<file path="config.mk">
export PLATFORM = sky130hd
export DESIGN_NAME = pdp8_mem_arbiter
export DESIGN_NICKNAME = d
export VERILOG_FILES = /design/src/rtl/pdp8_mem_arbiter.sv
export SDC_FILE = /design/constraint.sdc
export NUM_CORES = 1
export LEC_CHECK = 0
export CAP_MARGIN = 20
export CORE_MARGIN = 4
export CORE_UTILIZATION = 45
export DETAILED_ROUTE_END_ITERATION = 8
export GPL_TIMING_DRIVEN = 0
export PLACE_DENSITY = 0.91
export SLEW_MARGIN = 20
export SYNTH_ARGS = -nofsm -noshare
export SYNTH_HDL_FRONTEND = slang
export SYNTH_SLANG_ARGS = --single-unit
</file>
<file path="constraint.sdc">
create_clock -name clk -period 2.9 [get_ports clk]
set_clock_uncertainty 0.05 [all_clocks]
set_input_delay 0.58 -clock clk [delete_from_list [all_inputs] [get_ports clk]]
set_output_delay 0.58 -clock clk [all_outputs]
set_load 0.005 [all_outputs]
</file>
<file path="src/rtl/pdp8_mem_arbiter.sv">
// pdp8_mem_arbiter: shares the single-ported PDP8 main memory between the
// fetch read port and the execute read/write ports. One transaction at a
// time runs through IDLE -> ISSUE -> (RD_WAIT) -> DONE. The execute unit has
// priority; a saturating counter forces a fetch grant after MAX_WAIT losses.
module pdp8_mem_arbiter #(
  parameter int ADDR_WIDTH = 12,
  parameter int DATA_WIDTH = 12,
  parameter int MAX_WAIT   = 4
) (
  input  logic                  clk,
  input  logic                  reset,
  // fetch read port
  input  logic                  ifu_rd_req,
  input  logic [ADDR_WIDTH-1:0] ifu_rd_addr,
  output logic [DATA_WIDTH-1:0] ifu_rd_data,
  output logic                  ifu_rd_ack,
  output logic                  ifu_stall,
  // execute read port
  input  logic                  exec_rd_req,
  input  logic [ADDR_WIDTH-1:0] exec_rd_addr,
  output logic [DATA_WIDTH-1:0] exec_rd_data,
  output logic                  exec_rd_ack,
  // execute write port
  input  logic                  exec_wr_req,
  input  logic [ADDR_WIDTH-1:0] exec_wr_addr,
  input  logic [DATA_WIDTH-1:0] exec_wr_data,
  output logic                  exec_wr_ack,
  // memory side
  output logic                  mem_req,
  output logic                  mem_we,
  output logic [ADDR_WIDTH-1:0] mem_addr,
  output logic [DATA_WIDTH-1:0] mem_wdata,
  input  logic [DATA_WIDTH-1:0] mem_rdata
);

  localparam int CNT_W = (MAX_WAIT < 1) ? 1 : $clog2(MAX_WAIT + 1);
  localparam logic [CNT_W-1:0] CNT_MAX = CNT_W'(MAX_WAIT);

  typedef enum logic [1:0] {
    S_IDLE    = 2'd0,
    S_ISSUE   = 2'd1,
    S_RD_WAIT = 2'd2,
    S_DONE    = 2'd3
  } state_t;

  typedef enum logic [1:0] {
    G_NONE = 2'd0,
    G_IFU  = 2'd1,
    G_EXR  = 2'd2,
    G_EXW  = 2'd3
  } gnt_t;

  state_t            state_reg, state_next;
  gnt_t              gnt_reg, gnt_next;
  gnt_t              win;
  logic [CNT_W-1:0]  wait_cnt_reg, wait_cnt_next;

  logic                  mem_req_next, mem_we_next;
  logic                  ifu_ack_next, exr_ack_next, exw_ack_next;
  logic [ADDR_WIDTH-1:0] mem_addr_next;
  logic [DATA_WIDTH-1:0] mem_wdata_next;
  logic [DATA_WIDTH-1:0] ifu_data_next, exr_data_next;

  // Stall the fetch port for as long as its request is outstanding.
  assign ifu_stall = ifu_rd_req & ~ifu_rd_ack;

  // Winner of an IDLE arbitration: starving fetch first, then EXW > EXR > IFU.
  always_comb begin
    win = G_NONE;
    if (ifu_rd_req && (wait_cnt_reg == CNT_MAX)) win = G_IFU;
    else if (exec_wr_req)                        win = G_EXW;
    else if (exec_rd_req)                        win = G_EXR;
    else if (ifu_rd_req)                         win = G_IFU;
  end

  // State, grant and starvation counter registers.
  always_ff @(posedge clk or posedge reset) begin
    if (reset) begin
      state_reg    <= S_IDLE;
      gnt_reg      <= G_NONE;
      wait_cnt_reg <= '0;
    end else begin
      state_reg    <= state_next;
      gnt_reg      <= gnt_next;
      wait_cnt_reg <= wait_cnt_next;
    end
  end

  // Next-state logic; the grant is only re-decided in IDLE.
  always_comb begin
    state_next = state_reg;
    gnt_next   = gnt_reg;
    unique case (state_reg)
      S_IDLE: begin
        gnt_next = win;
        if (win != G_NONE) state_next = S_ISSUE;
      end
      S_ISSUE:   state_next = (gnt_reg == G_EXW) ? S_DONE : S_RD_WAIT;
      S_RD_WAIT: state_next = S_DONE;
      S_DONE:    state_next = S_IDLE;
      default:   state_next = S_IDLE;
    endcase
  end

  // Next values of the registered outputs, aligned with the state they belong to.
  always_comb begin
    mem_req_next   = (state_next == S_ISSUE);
    mem_we_next    = (state_next == S_ISSUE) && (gnt_next == G_EXW);
    ifu_ack_next   = (state_next == S_DONE) && (gnt_next == G_IFU);
    exr_ack_next   = (state_next == S_DONE) && (gnt_next == G_EXR);
    exw_ack_next   = (state_next == S_DONE) && (gnt_next == G_EXW);
    mem_addr_next  = mem_addr;
    mem_wdata_next = mem_wdata;
    ifu_data_next  = ifu_rd_data;
    exr_data_next  = exec_rd_data;
    wait_cnt_next  = wait_cnt_reg;

    // The memory address/data registers double as the latched request.
    if (state_reg == S_IDLE) begin
      unique case (win)
        G_IFU: begin
          mem_addr_next = ifu_rd_addr;
          wait_cnt_next = '0;
        end
        G_EXR: begin
          mem_addr_next = exec_rd_addr;
          if (ifu_rd_req && (wait_cnt_reg != CNT_MAX))
            wait_cnt_next = wait_cnt_reg + CNT_W'(1);
        end
        G_EXW: begin
          mem_addr_next  = exec_wr_addr;
          mem_wdata_next = exec_wr_data;
          if (ifu_rd_req && (wait_cnt_reg != CNT_MAX))
            wait_cnt_next = wait_cnt_reg + CNT_W'(1);
        end
        default: ;
      endcase
    end

    // Read data arrives the cycle after the strobe, i.e. while in RD_WAIT.
    if (state_reg == S_RD_WAIT) begin
      if (gnt_reg == G_IFU) ifu_data_next = mem_rdata;
      if (gnt_reg == G_EXR) exr_data_next = mem_rdata;
    end
  end

  // Output registers; reset discards any in-flight read.
  always_ff @(posedge clk or posedge reset) begin
    if (reset) begin
      mem_req      <= 1'b0;
      mem_we       <= 1'b0;
      mem_addr     <= '0;
      mem_wdata    <= '0;
      ifu_rd_ack   <= 1'b0;
      exec_rd_ack  <= 1'b0;
      exec_wr_ack  <= 1'b0;
      ifu_rd_data  <= '0;
      exec_rd_data <= '0;
    end else begin
      mem_req      <= mem_req_next;
      mem_we       <= mem_we_next;
      mem_addr     <= mem_addr_next;
      mem_wdata    <= mem_wdata_next;
      ifu_rd_ack   <= ifu_ack_next;
      exec_rd_ack  <= exr_ack_next;
      exec_wr_ack  <= exw_ack_next;
      ifu_rd_data  <= ifu_data_next;
      exec_rd_data <= exr_data_next;
    end
  end

endmodule
</file>
Yosys cells after proc, flatten, opt, wreduce, memory -nomap -nowiden
Cells that the tools add are included.
{ "totals": {"elab_cells": 59, "in_bits": 65, "output_inout_bits": 54, "regBits": 60} }
{ "classes": {"muxes": 11, "addsub": 1, "n_reduce_logical": 16, "bitwise_logic": 2, "eq_ne": 17} }
{ "ops": {"columns": ["op", "count"], "rows": [
  ["one-hot mux 12 bit (3 select lines)", 1],
  ["== test 2 bit (second input constant)", 9],
  ["== test 2 x 1 -> 1 bit (second input constant)", 5],
  ["two-way mux 2 bit", 5],
  ["one-hot mux 2 bit (4 select lines)", 1],
  ["AND reduction 2 bit", 4],
  ["logical AND 1 bit", 6],
  ["one-hot mux 3 bit (2 select lines)", 1],
  ["nonzero test 2 bit", 2],
  ["adder 3 x 1 -> 3 bit (second input constant)", 1],
  ["== test 3 bit (second input constant)", 1],
  ["two-way mux 3 bit", 1],
  ["inequality test 3 bit (second input constant)", 1],
  ["AND reduction 3 bit", 1],
  ["nonzero test 3 bit", 1],
  ["zero test 2 bit", 1],
  ["two-way mux 1 bit", 2],
  ["inequality test 2 x 1 -> 1 bit (second input constant)", 1],
  ["OR reduction 2 bit", 1],
  ["bitwise AND 1 bit", 1],
  ["NOT 1 bit", 1]
]} }

Depth between registers and ports, before layout
{ "depth": {"ltp_word": 9, "ltp_mapped": 8, "ltp_nobuf": 6} }

Worst setup path before layout
No wires, ideal clock.
{ "synth_timing": {"path_kind": "register to register", "from": "register state_reg[0]", "to": "register mem_addr[0]", "setup_slack_ns": 1.235, "required_time_ns": 2.724, "path_stages_with_launch": 8, "t_arrival_ns": 1.489, "setup_time_ns": 0.126, "n_path_buf": 2, "synth_period_minus_slack_ns": 1.665, "cell_sequence": "dfrtp_1 > inv_1 > ha_1 > buf_4 > buf_2 > a21boi_0 > nor2_1 > o32a_1"} }
{ "synth_between": {"elab_chain_cells": 2} }
{ "synth_lines": {"columns": ["element", "line_no", "text"], "rows": [
  ["from (decl)", "53", "state_t state_reg, state_next;"],
  ["from (signal assigned)", "83", "state_reg <= state_next;"],
  ["zero test 2 bit", "119", "if (state_reg == S_IDLE) begin"],
  ["AND reduction 2 bit (no line)", null, null],
  ["to (signal assigned)", "162", "mem_addr <= mem_addr_next;"],
  ["to (decl)", "31", "output logic [ADDR_WIDTH-1:0] mem_addr,"]
]} }
No other way between the ends.
A chain may end at the register's enable or synchronous reset.

Final worst setup path
{ "layout_timing": {"from": "input ifu_rd_req", "to": "output ifu_stall"} }
{ "layout_between": {"elab_chain_cells": 1} }
{ "layout_lines": {"columns": ["element", "line_no", "text"], "rows": [
  ["from (decl)", "13", "input logic ifu_rd_req,"],
  ["bitwise AND 1 bit", "65", "assign ifu_stall = ifu_rd_req & ~ifu_rd_ack;"],
  ["to (decl)", "17", "output logic ifu_stall,"]
]} }
No other way between the ends.

==> reports/metrics.yaml <==
synth.top_cell.area_share_pct: 52.6
die-area_sq_mm: 0.00768
grt_pass1_vias: 2491
synth.area.top_cells: "dfrtp_1 (53%), mux2_2 (13%), o32a_1 (4.2%)"
finalCritPeriodShare_pct: 76.8
seq_area_frac_synth_pct: 52.6
yosysTopAreaCell: "dfrtp_1"
synthArstFlopShare_pct: 100
cts_buffers: 9
max-slew-margin-rel_pct: 52.9
grt_use_total_pct: 19.9
outcome: "finished, final reports clean"
reg2regPathDepth: 7
worstSetupStartpointType: "input port"
cts_resized: 0
cts_htree_levels: 3
grt_util_met3_pct: 7.06
synth_most_common_cell: "dfrtp_1"
die_h_microns: 87.7
pwr-share-seq_pct: 34.7
min_period_ps: 2230
cts_max_path_buffers: 2
clockRootBuffer: "clkbuf_8"
grt_util_met2_pct: 34.8
path_cells: "clkbuf_1 > nor2b_1 > clkdlybuf4s50_1"
ys_ff_latch: 60
io_pins: 119
cts_tree: "built"
antenna_found_initial: 0
use_met1_pct: 22.5
regArea_sq_mm: 0.00150
slowest_delay_ps: 500
arrival_ps: 1600
synthCells: 233
drt-total-wl_mm: 7.26
whs_path_depth: 1
via_per_inst: 5.29
cts_setup_buffers: 0
setup_viol: 0
wl_per_cell_microns: 16.5
p_per_area_mw_per_mm2: 991
final_cell_area_sq_mm: 0.00434
maxSlewViolCount: 0
syn_avg_cell_area_sq_um: 12.3
vias: 2333
p_clk_share_pct: 18.7
finalNetCount: 432
end_kind: "output port"
gp_congestion: 0.823
worstSkewPairLatency_ps: 330
synth_fp_nets: 304
fmax_mhz: 449
multi_input_area_sq_mm: 0.00120
hold_viol: 0
power_switching_mw: 1.29
critPathSlowestCell: "clkdlybuf4s50_1"
drv_cap: 0
post-place-cells: 425
p_leak_nw: 1.82
numPortBuffers: 117
rr_startpoint: "state_reg[0]"
syn_to_final_growth_pct: 51.9
antenna-diode-count: 0
final_cells: 441
combPwrFrac_pct: 46.6
fillers: 428
hp-start: "mem_wdata[3]"
grt_start_max_net_pins: 61
coreArea_sq_mm: 0.00603
critPathRequiredTime_ps: 2270
synth_edf_count: 0
max_slew.worst_pin.slew_ps: 707
yosys_warnings: 0
synth_ff_type: "dfrtp_1"
worst_hold_path.endpoint: "mem_wdata[3]"
start_util_pct: 47.4
synth_area_sq_mm: 0.00286
clock_sinks: 60
hold_buffers: 0
first_pass_iters: 4
dpl_cell_area_sq_mm: 0.00412
die_width_microns: 87.7
reg2reg_to: "mem_addr[0]"
rsz0062_at_grt: "false"
drc_errors: 0
drtIter0Drc: 43
r2r_slack_ps: 970
grt.overflow.total: 0
switching_share_pct: 29.9
clkTransAtPathRegs_ps: 70
rows: 28
p_int_mw: 3.01
criticalPathCategory: "input port to output port"
hp-class: "flip-flop to flip-flop"
ir_drop_mv: 0.553
dp_hpwl_mm: 5.55
drive_above_1_share_pct: 19.4
cp_max_fo: 10
ys_types: 37
top_usage_layer: "met2"
yosys-top-cells-count: "dfrtp_1 (60), mux2_2 (34), nor2b_1 (15)"
ant_nets: 0
grt_pass1_wl_mm: 11.7
==> power by group through the flow <==
stage | combinational [mW] | clock, mW | sequential [mW]
after CTS | 2.03 | 0.826 | 1.50
final | 2.00 | 0.803 | 1.49
after floorplan | 0.943 | 0 | 1.51
after global placement | 1.96 | 0 | 1.48
after global routing | 2.19 | 0.859 | 1.55
after detailed placement | 2.03 | 0 | 1.51
==> metal layers <==
metal	wire length (microns)	vias to the layer above	part of all wire, %
li1	-	1089	-
met1	2870	1111	39
met2	3560	127	49
met3	781	6	11
met4	57	0	0.78
met5	0	-	0
==> worst max-delay path, delay by kind of cell <==
| kind | cells | cell delay [ps] |
|---|---|---|
| AND/OR/NAND/NOR | 1 | 180 |
| buffers and inverters | 2 | 830 |
==> stage by stage <==
step	hold WS, ps	power, mW	TNS [ps]	setup WS, ps	utilization (%)
floorplan	425	2.45	0	785	-
global placement	419	3.44	-12780	-216	68.4
detailed placement	425	3.53	0	575	68.4
CTS	441	4.36	0	661	72.0
global route	473	4.60	0	610	72.0
finish	434	4.30	0	672	72.0
==> logic make-up (layout without fill, tap and decap cells) <==
| family | after synthesis | count (layout) | synth area share [%] |
|---|---|---|---|
| AO/OA/AOI/OAI | 47 | 47 | 13.0 |
| adder cells (fa/ha/maj) | 6 | 6 | 2.63 |
| buffers and inverters | 26 | 159 | 5.43 |
| flip-flops | 60 | 60 | 52.6 |
| multiplexers | 37 | 37 | 14.5 |
| AND/OR/NAND/NOR | 57 | 57 | 11.8 |
==> cell usage in the layout (no fill, tap or decap), types with 2 or more instances in the layout <==
cell and instances:
nand2_1 4, ha_1 6, buf_4 4, nor2b_1 15, clkbuf_1 3, clkbuf_8 9
nor2_1 13, nor3_1 2, o32a_1 12, o21a_1 2, mux2_2 34, clkdlybuf4s50_1 117
mux2_1 2, and3_1 12, buf_6 5, nand3b_1 2, buf_2 4, bufinv_16 2
a21oi_1 12, inv_1 8, a21boi_0 13, dfrtp_1 60, o21ai_0 2, clkinv_2 3
==> worst max-delay path by stage <==
stage | startpoint | end | slack (ps)
finish | ifu_rd_req | ifu_stall | 670
global placement | reset | mem_wdata[4] | -220
floorplan | reset | exec_rd_ack | 790
CTS | ifu_rd_req | ifu_stall | 660
detailed placement | exec_wr_req | mem_addr[3] | 570
global route | ifu_rd_req | ifu_stall | 610
==> area by class of cell <==
| cell class | instances | area share [%] |
|---|---|---|
| well taps | 75 | 2.16 |
| clock inverters | 7 | 2.11 |
| plain buffers | 16 | 2.71 |
| flip-flops and latches | 60 | 34.6 |
| multi-input cells | 147 | 27.6 |
| clock buffers | 9 | 2.86 |
| inverters | 10 | 0.923 |
| repair buffers | 117 | 27.0 |
(Power assumes the default switching activity.)
